==> src/rtl/timer_clint_pkg.sv <==
// Shared definitions for the CLINT-style timer: register offsets, CTRL layout
// and helpers that move the CTRL struct to and from its 32-bit bus image.
package timer_clint_pkg;

  localparam logic [31:0] OFF_MTIME_LO = 32'h00;
  localparam logic [31:0] OFF_MTIME_HI = 32'h04;
  localparam logic [31:0] OFF_CTRL     = 32'h08;
  localparam logic [31:0] OFF_MSIP     = 32'h0C;
  localparam logic [31:0] OFF_CMP_BASE = 32'h10;
  localparam int unsigned CMP_STRIDE   = 8;

  localparam int unsigned CTRL_EN_BIT   = 0;
  localparam int unsigned CTRL_DIV_LSB  = 8;
  localparam int unsigned CTRL_MASK_LSB = 24;
  localparam int unsigned DIV_MAX_W     = 16;
  localparam int unsigned MASK_MAX_W    = 8;

  typedef struct packed {
    logic [MASK_MAX_W-1:0] mask;
    logic [DIV_MAX_W-1:0]  div;
    logic                  en;
  } clint_ctrl_t;

  function automatic clint_ctrl_t ctrl_from_word(input logic [31:0] w);
    clint_ctrl_t c;
    c.en   = w[CTRL_EN_BIT];
    c.div  = w[CTRL_DIV_LSB +: DIV_MAX_W];
    c.mask = w[CTRL_MASK_LSB +: MASK_MAX_W];
    return c;
  endfunction

  function automatic logic [31:0] ctrl_to_word(input clint_ctrl_t c);
    logic [31:0] w;
    w = '0;
    w[CTRL_EN_BIT]                  = c.en;
    w[CTRL_DIV_LSB +: DIV_MAX_W]    = c.div;
    w[CTRL_MASK_LSB +: MASK_MAX_W]  = c.mask;
    return w;
  endfunction

  // Bits of CTRL that physically exist for a given configuration.
  function automatic logic [31:0] ctrl_impl_mask(input int unsigned ncmp,
                                                 input int unsigned presc_w);
    logic [31:0] m;
    m = '0;
    m[CTRL_EN_BIT] = 1'b1;
    for (int unsigned i = 0; i < presc_w; i++) m[CTRL_DIV_LSB + i] = 1'b1;
    for (int unsigned i = 0; i < ncmp; i++) m[CTRL_MASK_LSB + i] = 1'b1;
    return m;
  endfunction

endpackage

==> src/rtl/timer_clint_if.sv <==
// Simple request/response register bus used by the timer block.
interface timer_clint_if;
  logic        req_i;
  logic        we_i;
  logic [31:0] addr_i;
  logic [31:0] wdata_i;
  logic [31:0] rdata_o;
  logic        rvalid_o;

  modport master (
    output req_i, we_i, addr_i, wdata_i,
    input  rdata_o, rvalid_o
  );

  modport slave (
    input  req_i, we_i, addr_i, wdata_i,
    output rdata_o, rvalid_o
  );
endinterface

==> src/rtl/timer_prescaler.sv <==
// Divide-by-(DIV+1) tick generator; counter parks at 0 while disabled.
module timer_prescaler #(
  parameter int unsigned PRESC_W = 8
) (
  input  logic               clk,
  input  logic               rst,
  input  logic               en,
  input  logic               clr,
  input  logic [PRESC_W-1:0] div,
  output logic               tick
);

  logic [PRESC_W-1:0] cnt_q;

  assign tick = en && (cnt_q == div);

  always_ff @(posedge clk or posedge rst) begin
    if (rst) begin
      cnt_q <= '0;
    end else if (!en || clr || tick) begin
      cnt_q <= '0;
    end else begin
      cnt_q <= cnt_q + PRESC_W'(1);
    end
  end

endmodule

==> src/rtl/timer_clint.sv <==
// Machine timer / software interrupt block: 64-bit mtime with prescaler,
// NUM_CMP compare channels, MSIP bit and a registered read port.
module timer_clint
  import timer_clint_pkg::*;
#(
  parameter int unsigned NUM_CMP   = 2,
  parameter int unsigned PRESC_W   = 8,
  parameter logic [31:0] BASE_ADDR = 32'h0200_0000
) (
  input  logic               clk,
  input  logic               rst,
  timer_clint_if.slave       bus,
  output logic [NUM_CMP-1:0] mtip_o,
  output logic               msip_o,
  output logic [63:0]        mtime_o
);

  localparam logic [31:0] WIN_BYTES  = OFF_CMP_BASE + 32'(CMP_STRIDE * NUM_CMP);
  localparam logic [31:0] CTRL_WMASK = ctrl_impl_mask(NUM_CMP, PRESC_W);
  localparam clint_ctrl_t CTRL_RST   = ctrl_from_word(32'hFF00_0001 & CTRL_WMASK);

  logic [31:0] off;
  logic        hit;
  logic        wr;
  logic        rd;
  logic        wr_mlo;
  logic        wr_mhi;
  logic        wr_ctrl;
  logic        wr_msip;
  logic        tick;

  clint_ctrl_t ctrl_q;
  logic [63:0] mtime_q;
  logic [31:0] shadow_q;
  logic        msip_q;
  logic [31:0] rdata_q;
  logic        rvalid_q;
  logic [31:0] rd_val;
  logic [63:0] cmp [NUM_CMP];

  // Unsigned subtraction makes addresses below the base wrap far outside the window.
  assign off     = bus.addr_i - BASE_ADDR;
  assign hit     = (off < WIN_BYTES) && (off[1:0] == 2'b00);
  assign wr      = bus.req_i && bus.we_i && hit;
  assign rd      = bus.req_i && !bus.we_i;
  assign wr_mlo  = wr && (off == OFF_MTIME_LO);
  assign wr_mhi  = wr && (off == OFF_MTIME_HI);
  assign wr_ctrl = wr && (off == OFF_CTRL);
  assign wr_msip = wr && (off == OFF_MSIP);

  timer_prescaler #(
    .PRESC_W (PRESC_W)
  ) u_prescaler (
    .clk  (clk),
    .rst  (rst),
    .en   (ctrl_q.en),
    .clr  (wr_ctrl),
    .div  (ctrl_q.div[PRESC_W-1:0]),
    .tick (tick)
  );

  // A bus write to either half of mtime takes priority over the tick.
  always_ff @(posedge clk or posedge rst) begin
    if (rst) begin
      mtime_q <= '0;
    end else if (wr_mlo) begin
      mtime_q[31:0] <= bus.wdata_i;
    end else if (wr_mhi) begin
      mtime_q[63:32] <= bus.wdata_i;
    end else if (tick) begin
      mtime_q <= mtime_q + 64'd1;
    end
  end

  always_ff @(posedge clk or posedge rst) begin
    if (rst) begin
      ctrl_q <= CTRL_RST;
      msip_q <= 1'b0;
    end else begin
      if (wr_ctrl) ctrl_q <= ctrl_from_word(bus.wdata_i & CTRL_WMASK);
      if (wr_msip) msip_q <= bus.wdata_i[0];
    end
  end

  always_comb begin
    rd_val = '0;
    if (hit) begin
      case (off)
        OFF_MTIME_LO: rd_val = mtime_q[31:0];
        OFF_MTIME_HI: rd_val = shadow_q;
        OFF_CTRL:     rd_val = ctrl_to_word(ctrl_q);
        OFF_MSIP:     rd_val = {31'b0, msip_q};
        default: begin
          for (int unsigned i = 0; i < NUM_CMP; i++) begin
            if (off == OFF_CMP_BASE + CMP_STRIDE * i) begin
              rd_val = cmp[i][31:0];
            end else if (off == OFF_CMP_BASE + CMP_STRIDE * i + 4) begin
              rd_val = cmp[i][63:32];
            end
          end
        end
      endcase
    end
  end

  // Reading mtime lo snapshots the upper half so the following hi read is coherent.
  always_ff @(posedge clk or posedge rst) begin
    if (rst) begin
      rdata_q  <= '0;
      rvalid_q <= 1'b0;
      shadow_q <= '0;
    end else begin
      rvalid_q <= rd;
      if (rd) rdata_q <= rd_val;
      if (rd && hit && (off == OFF_MTIME_LO)) shadow_q <= mtime_q[63:32];
    end
  end

  for (genvar g = 0; g < NUM_CMP; g++) begin : g_cmp
    localparam logic [31:0] OFF_LO = OFF_CMP_BASE + 32'(CMP_STRIDE * g);
    localparam logic [31:0] OFF_HI = OFF_LO + 32'd4;

    logic [63:0] cmp_q;
    logic        mtip_q;

    always_ff @(posedge clk or posedge rst) begin
      if (rst) begin
        cmp_q  <= '1;
        mtip_q <= 1'b0;
      end else begin
        if (wr && (off == OFF_LO)) cmp_q[31:0]  <= bus.wdata_i;
        if (wr && (off == OFF_HI)) cmp_q[63:32] <= bus.wdata_i;
        mtip_q <= (mtime_q >= cmp_q) && ctrl_q.mask[g];
      end
    end

    assign cmp[g]    = cmp_q;
    assign mtip_o[g] = mtip_q;
  end

  assign bus.rdata_o  = rdata_q;
  assign bus.rvalid_o = rvalid_q;
  assign msip_o       = msip_q;
  assign mtime_o      = mtime_q;

endmodule

==> src/flat_wrapper.sv <==
// flat-port wrapper written by rule: the top's interface ports become plain ports
module timer_clint_flat import timer_clint_pkg::*;
#(
  parameter int unsigned NUM_CMP   = 2,
  parameter int unsigned PRESC_W   = 8,
  parameter logic [31:0] BASE_ADDR = 32'h0200_0000
)
  (clk, rst, mtip_o, msip_o, mtime_o, bus_req_i, bus_we_i, bus_addr_i, bus_wdata_i, bus_rdata_o, bus_rvalid_o);
  timer_clint_if bus_i ();
  input  logic clk;
  input  logic rst;
  output logic [NUM_CMP-1:0] mtip_o;
  output logic msip_o;
  output logic [63:0] mtime_o;
  input wire logic [$bits(bus_i.req_i)-1:0] bus_req_i;
  input wire logic [$bits(bus_i.we_i)-1:0] bus_we_i;
  input wire logic [$bits(bus_i.addr_i)-1:0] bus_addr_i;
  input wire logic [$bits(bus_i.wdata_i)-1:0] bus_wdata_i;
  output wire logic [$bits(bus_i.rdata_o)-1:0] bus_rdata_o;
  output wire logic [$bits(bus_i.rvalid_o)-1:0] bus_rvalid_o;
  assign bus_i.req_i = bus_req_i;
  assign bus_i.we_i = bus_we_i;
  assign bus_i.addr_i = bus_addr_i;
  assign bus_i.wdata_i = bus_wdata_i;
  assign bus_rdata_o = bus_i.rdata_o;
  assign bus_rvalid_o = bus_i.rvalid_o;
  timer_clint #(.NUM_CMP(NUM_CMP), .PRESC_W(PRESC_W), .BASE_ADDR(BASE_ADDR)) u_core (.clk(clk), .rst(rst), .bus(bus_i), .mtip_o(mtip_o), .msip_o(msip_o), .mtime_o(mtime_o));
endmodule
==> config.mk <==
export PLATFORM = sky130hd
export DESIGN_NAME = timer_clint_flat
export DESIGN_NICKNAME = d
export VERILOG_FILES = /design/src/rtl/timer_clint_pkg.sv /design/src/rtl/timer_clint_if.sv /design/src/rtl/timer_prescaler.sv /design/src/rtl/timer_clint.sv /design/src/flat_wrapper.sv
export SDC_FILE = /design/constraint.sdc
export NUM_CORES = 1
export LEC_CHECK = 0
export ABC_AREA = 1
export CORE_ASPECT_RATIO = 0.75
export CORE_MARGIN = 4
export CORE_UTILIZATION = 45
export DETAILED_ROUTE_END_ITERATION = 7
export PLACE_DENSITY = 0.68
export SYNTH_ARGS = -nofsm -noshare
export SYNTH_HDL_FRONTEND = slang
export SYNTH_SLANG_ARGS = --single-unit
==> constraint.sdc <==
create_clock -name clk -period 11.6 [get_ports clk]
set_input_delay 2.9 -clock clk [delete_from_list [all_inputs] [get_ports clk]]
set_output_delay 2.9 -clock clk [all_outputs]
set_load 0.01 [all_outputs]
* After elaboration in Yosys (flattened, before gate mapping)
Cells that the tools add are included.
Operators by class: add/sub/neg operators 3, multipliers 0, divide/modulo/power cells 0, $lt $le $gt $ge 3, equal/unequal tests 9, shift operators 0, mux-type cells 11, bitwise operators 1, reduce and logical (&&, ||, !) cells 27
Operator list (number):
- 32-bit 2-to-1 mux | 8
- 32-bit by 5-bit equality test with 1-bit output, second input constant | 4
- 64-bit greater-or-equal comparator | 2
- 32-bit case mux with 4 select lines | 1
- 64-bit by 1-bit adder with 64-bit output, second input constant | 1
- 32-bit by 4-bit equality test with 1-bit output, second input constant | 2
- 64-bit 2-to-1 mux | 1
- 32-bit by 3-bit equality test with 1-bit output, second input constant | 1
- 32-bit zero test | 1
- 32-bit by 6-bit < comparator with 1-bit output, second input constant | 1
- 32-bit by 26-bit subtractor with 32-bit output, second input constant | 1
- 1-bit logical AND | 17
- 8-bit by 1-bit adder with 8-bit output, second input constant | 1
- 8-bit equality test | 1
- 8-bit 2-to-1 mux | 1
- 2-bit AND reduction | 2
- 2-bit nonzero test | 2
- 1-bit zero test | 2
- 2-bit zero test | 1
- 1-bit logical OR | 2
- 2-bit by 1-bit inequality test with 1-bit output, second input constant | 1
- 1-bit inverter | 1
Word-level totals: bits in registers 279, latch bits 0, bits in writable memories 0, ROM bits 0, output and inout bits 100, logic and storage cells 70, memories 0

* Logic depth before layout (Yosys ltp)
depth in word-level cells 8, depth in mapped cells 17

* Hierarchy
From an unflattened synthesis, not the netlist that was laid out.
Second synthesis, totals: cells, all modules 2630, area total of the unflattened synthesis 18652.9 µm²
By module, submodules not included:
- timer_clint | instances 1, cells an instance 2547, area each 18068.6 µm², seq. area each 6945.4 µm²
- timer_prescaler | instances 1, cells an instance 83, area each 584.3 µm², seq. area each 200.2 µm²

* Worst setup path before layout
OpenSTA, ideal clock, no wires.
path type input port to flip-flop, start input bus_addr_i[25], end register u_core.mtime_q[18] (netlist: u_core.mtime_o[18]), setup time 0.125 ns, arrival time 4.729 ns, data required time 11.475 ns, setup slack 6.746 ns, stages 16, buffers on the path 3, cells stage by stage inv_1 > ha_1 > nand2_1 > inv_1 > nand2_1 > nor2_1 > nand3_1 > buf_2 > nor2_1 > nand3_1 > nor2_2 > inv_1 > buf_2 > buf_2 > nand3_1 > nand3_1
Between the ends: longest elaborated chain between the ends 7
RTL lines:
- from (decl) | RTL line flat_wrapper.sv:17 | input wire logic [$bits(bus_i.addr_i)-1:0] bus_addr_i;
- 32-bit by 26-bit subtractor with 32-bit output * | RTL line timer_clint.sv:42 | assign off = bus.addr_i - BASE_ADDR;
- 32-bit by 6-bit < comparator with 1-bit output | RTL line timer_clint.sv:43 | assign hit = (off < WIN_BYTES) && (off[1:0] == 2'b00);
- 1-bit logical AND | RTL line timer_clint.sv:43
- 1-bit logical AND | RTL line timer_clint.sv:44 | assign wr = bus.req_i && bus.we_i && hit;
- 1-bit logical AND (on tied branches) | RTL line timer_clint.sv:47, timer_clint.sv:46
- 2-bit by 1-bit inequality test with 1-bit output (no line) / 2-bit nonzero test (equally long branches)
- 2-bit AND reduction (no line)
- to (signal assigned) | RTL line timer_clint.sv:67 | mtime_q[31:0] <= bus.wdata_i;
- to (signal assigned) | RTL line timer_clint.sv:71 | mtime_q <= mtime_q + 64'd1;
- to (decl) | RTL line timer_clint.sv:33 | logic [63:0] mtime_q;
Mark *: on every way between the ends. The rest lies on a longest branch, timed or not. A chain may end at the register's enable or synchronous reset.

* Final worst setup path
start input bus_addr_i[25], end register u_core.mtime_q[37] (netlist: u_core.mtime_o[37])
Between the ends: longest elaborated chain between the ends 7
RTL lines:
- 32-bit by 26-bit subtractor with 32-bit output * | RTL line timer_clint.sv:42
- 32-bit by 6-bit < comparator with 1-bit output | RTL line timer_clint.sv:43
- 1-bit logical AND | RTL line timer_clint.sv:43
- 1-bit logical AND | RTL line timer_clint.sv:44
- 1-bit logical AND (on tied branches) | RTL line timer_clint.sv:47, timer_clint.sv:46
- 2-bit nonzero test (no line) / 1-bit inverter (equally long branches)
- 2-bit AND reduction (no line)
- to (signal assigned) | RTL line timer_clint.sv:69 | mtime_q[63:32] <= bus.wdata_i;
- to (signal assigned) | RTL line timer_clint.sv:71
Marks and branches as above.

==> results.md <==
* Vias in the first global route at around 18000
* Root Buffer: clkbuf_16
* Count leader, synth: nand2_1
* Power, Total at approximately 2.1 mW
* Share of cells above drive strength 1 at 0.08156
* Final ANT Viol Nets at 0
* WS Path Type: in -> reg
* Mapped Nets at 2956
* CTS tree: done
* Slew Limit Fails at 0
* Fin nets at slightly above 3000
* Fin area at 22120 sq um
* P per Cell Area at 94.73 nW/um^2
* Clock transition at the registers of the reported paths at 0.07 ns
* Largest net degree at the start of global routing at 101
* Resized Gates After CTS at 0
* # Post-CTS Setup Buffers at 0
* DRC errors left at 0
* Synth area leaders: dfrtp_1 (20%), dfstp_2 (18%), nand2_1 (17%)
* Post-layout util at 0.5384
* Die Wd at 244.5 microns
* Post-synth ARST share at 1.000
* Final Critical Period at roughly 7.7 ns
* H-tree depth at 1
* Worst clock skew at 0.02829 ns
* Synth Register Bits at 279
* Setup violations, final at 0
* Antenna violations before repair at 2
* DP HPWL at 56360 microns
* CP max FO at 37
* Period utilisation layout at 0.6632
* Starting Density at 0.4597
* Area leader, netlist: dfrtp_1
* Min-Delay Path Class: reg -> reg
* RSZ-0062 raised after global routing: false
* IO Port Bufs at approximately 170
* # hold bufs at CTS at 0
* Worst Setup End Kind: flop
* Area post-placement at approximately 21000 sq um
* Cell area after synthesis at 18880 sq um
* Worst vdd ir at between 0.1 and 0.15 mV
* Via count at about 20000
* Post-DR wirelength/cell at 22.34 microns
* GRT Residual Overflow at 0
* Rows at 64
* Layout area overhead at 17.13%
* Die ar. at 45340 sq um
* Routability Congestion at 1.032
* Die Height at roughly 190 microns
* Yosys warning count at 0
* Worst-margin pin slew at 1.288 ns
* Top cells by count, synth: nand2_1 (862), nor2_1 (355), inv_1 (299)
* Boundary Pins at between 150 and 200
* Syn Area/Cell at approximately 7 sq um
* Relative slew slack at 0.1349
* F_max at ~0.13 GHz
* CP startpoint kind: input pin
* First-pass GRT wire length at 114800 microns
* Number of diodes at 0
* Iteration-0 DRC Markers at 2498
* Core ar. at 41080 sq um
* Clock Latency Late Sink at 0.61 ns
* Number of synthesized flops with an enable pin at 0
* Clk buf depth at 3
* Layout fillers at 4073
* # Max-Cap Violations at 0
* Netlist cell types at 41
* Critical path required time at roughly 12 ns
* Predominant post-synthesis flop cell: dfrtp_1
* Top cell type's share of synthesized area at 0.1961
* Lkg Pwr at 9.957 nW
* Critical Path AT at 8.18 ns
* Status: finished clean
* Fin. Hold Viols at 0
* TritonCTS Buffers at 31
* Seq/Total Area, Yosys at 0.3784
* Vias per cell at ~5.6
* GRT Resource Usage Total at 0.3345
* First-pass iteration count of the detailed router at 6
* Clk sinks at roughly 280
* Setup TNS at 0 ns
* Cells after Synth at 2757
* Post-Route WL at 77470 microns
[logic make-up (layout without fill, tap and decap cells)]
family | Yosys count | in the layout | share of synthesized area
flip-flops | 279 | 279 | 0.3784
multiplexers | 2 | 2 | 0.001193
adder cells (fa/ha/maj) | 131 | 131 | 0.08680
XOR/XNOR | 41 | 41 | 0.01902
AO/OA/AOI/OAI | 354 | 354 | 0.09528
AND/OR/NAND/NOR | 1547 | 1547 | 0.3373
buffers and inverters | 403 | 552 | 0.08196
[layer usage]
metal	GRT usage	routed length, microns	part of all wire	vias up
met5	0	0	0	-
met4	0.07436	1890	0.024	0
met3	0.08336	9364	0.12	114
met2	0.4788	30640	0.40	1111
met1	0.5092	35580	0.46	9210
li1	-	-	-	9072
[final cells by class]
type | count | area, sq um | area share
clock inverter | 17 | 171.4 | 0.007750
tap | 561 | 701.9 | 0.03174
clock buffer | 41 | 873.3 | 0.03949
sequential | 279 | 7146 | 0.3231
timing repair buffer | 191 | 1852 | 0.08372
inverter | 303 | 1146 | 0.05182
multi-input combinational | 2075 | 10230 | 0.4624
[worst paths after layout]
path | cells after the start | startpoint | endpoint | slack, ns
worst max-delay path | 18 | bus_addr_i[25] | u_core.mtime_o[37]$_DFFE_PP0P_ | 3.91
worst min-delay path | 2 | u_core.bus.rdata_o[11]$_DFFE_PP0P_ | u_core.bus.rdata_o[11]$_DFFE_PP0P_ | 0.48
max in group asynchronous | 4 | rst | u_core.mtime_o[57]$_DFFE_PP0P_ | 6.61
worst max register to register | 11 | u_core.mtime_o[0]$_DFFE_PP0P_ | u_core.mtime_o[40]$_DFFE_PP0P_ | 8.48
worst min register to register | 2 | u_core.bus.rdata_o[11]$_DFFE_PP0P_ | u_core.bus.rdata_o[11]$_DFFE_PP0P_ | 0.48
min in group asynchronous | 2 | rst | u_core.bus.rdata_o[11]$_DFFE_PP0P_ | 2.81
[registers in the layout, summed over array words and instances, names as in the netlist]
register,count
u_core.u_prescaler.cnt_q,8
u_core.bus.rdata_o,32
u_core.msip_o,1
u_core.mtime_o,64
u_core.shadow_q,32
u_core.ctrl_q,11
u_core.g_cmp.cmp_q,128
u_core.g_cmp.mtip_q,2
u_core.bus.rvalid_o,1
[per-stage QoR]
step / hold WS (ns) / setup WS, ns / instances
floorplan: 0.4322 / 1.223 / 2757
global placement: 0.4488 / 3.686 / 3409
detailed placement: 0.4648 / 3.519 / 3409
CTS: 0.4774 / 4.122 / 3467
global route: 0.4996 / 3.655 / 3467
finish: 0.4775 / 3.907 / 3467
[critical path: stages]
cell	delay [ns]
clkdlybuf4s50_1	0.48
inv_1	0.05
ha_1	0.26
nand2_1	0.04
inv_1	0.04
nand2_1	0.04
nor2_1	0.18
nand3_1	0.47
inv_2	0.88
nand2_1	0.70
nor2_2	0.24
buf_4	0.36
inv_2	0.36
buf_4	0.38
nand2_1	0.50
nand2_1	0.11
nand2_1	0.09
inv_1	0.04
[cell usage in the layout, fill, tap and decap left out, types with 2 or more instances in the layout]
cell,count
a21o_1,2
a21oi_1,103
buf_4,24
bufinv_16,3
clkbuf_1,4
clkbuf_16,31
clkbuf_8,6
clkdlybuf4s50_1,167
clkinv_2,11
clkinvlp_4,3
dfrtp_1,148
dfstp_2,131
ha_1,131
inv_1,296
inv_2,5
mux2_2,2
nand2_1,861
nand2_2,4
nand3_1,223
nand3_2,2
nand3b_1,6
nand4_1,46
nand4_2,2
nor2_1,352
nor2_2,3
nor2_4,4
nor3_1,31
nor3b_1,5
o21a_1,6
o21ai_0,232
o21ai_1,7
xnor2_1,12
xor2_1,29
[power breakdown]
| part | switching [mW] | internal (mW) | leakage [nW] | total [mW] |
|---|---|---|---|---|
| registers | 0.0000517 | 0.976 | 3.27 | 0.976 |
| clock network | 0.451 | 0.594 | 0.516 | 1.04 |
| logic | 0.0502 | 0.0243 | 6.17 | 0.0746 |
| total | 0.501 | 1.59 | 9.96 | 2.10 |
(Power assumes the default switching activity.)
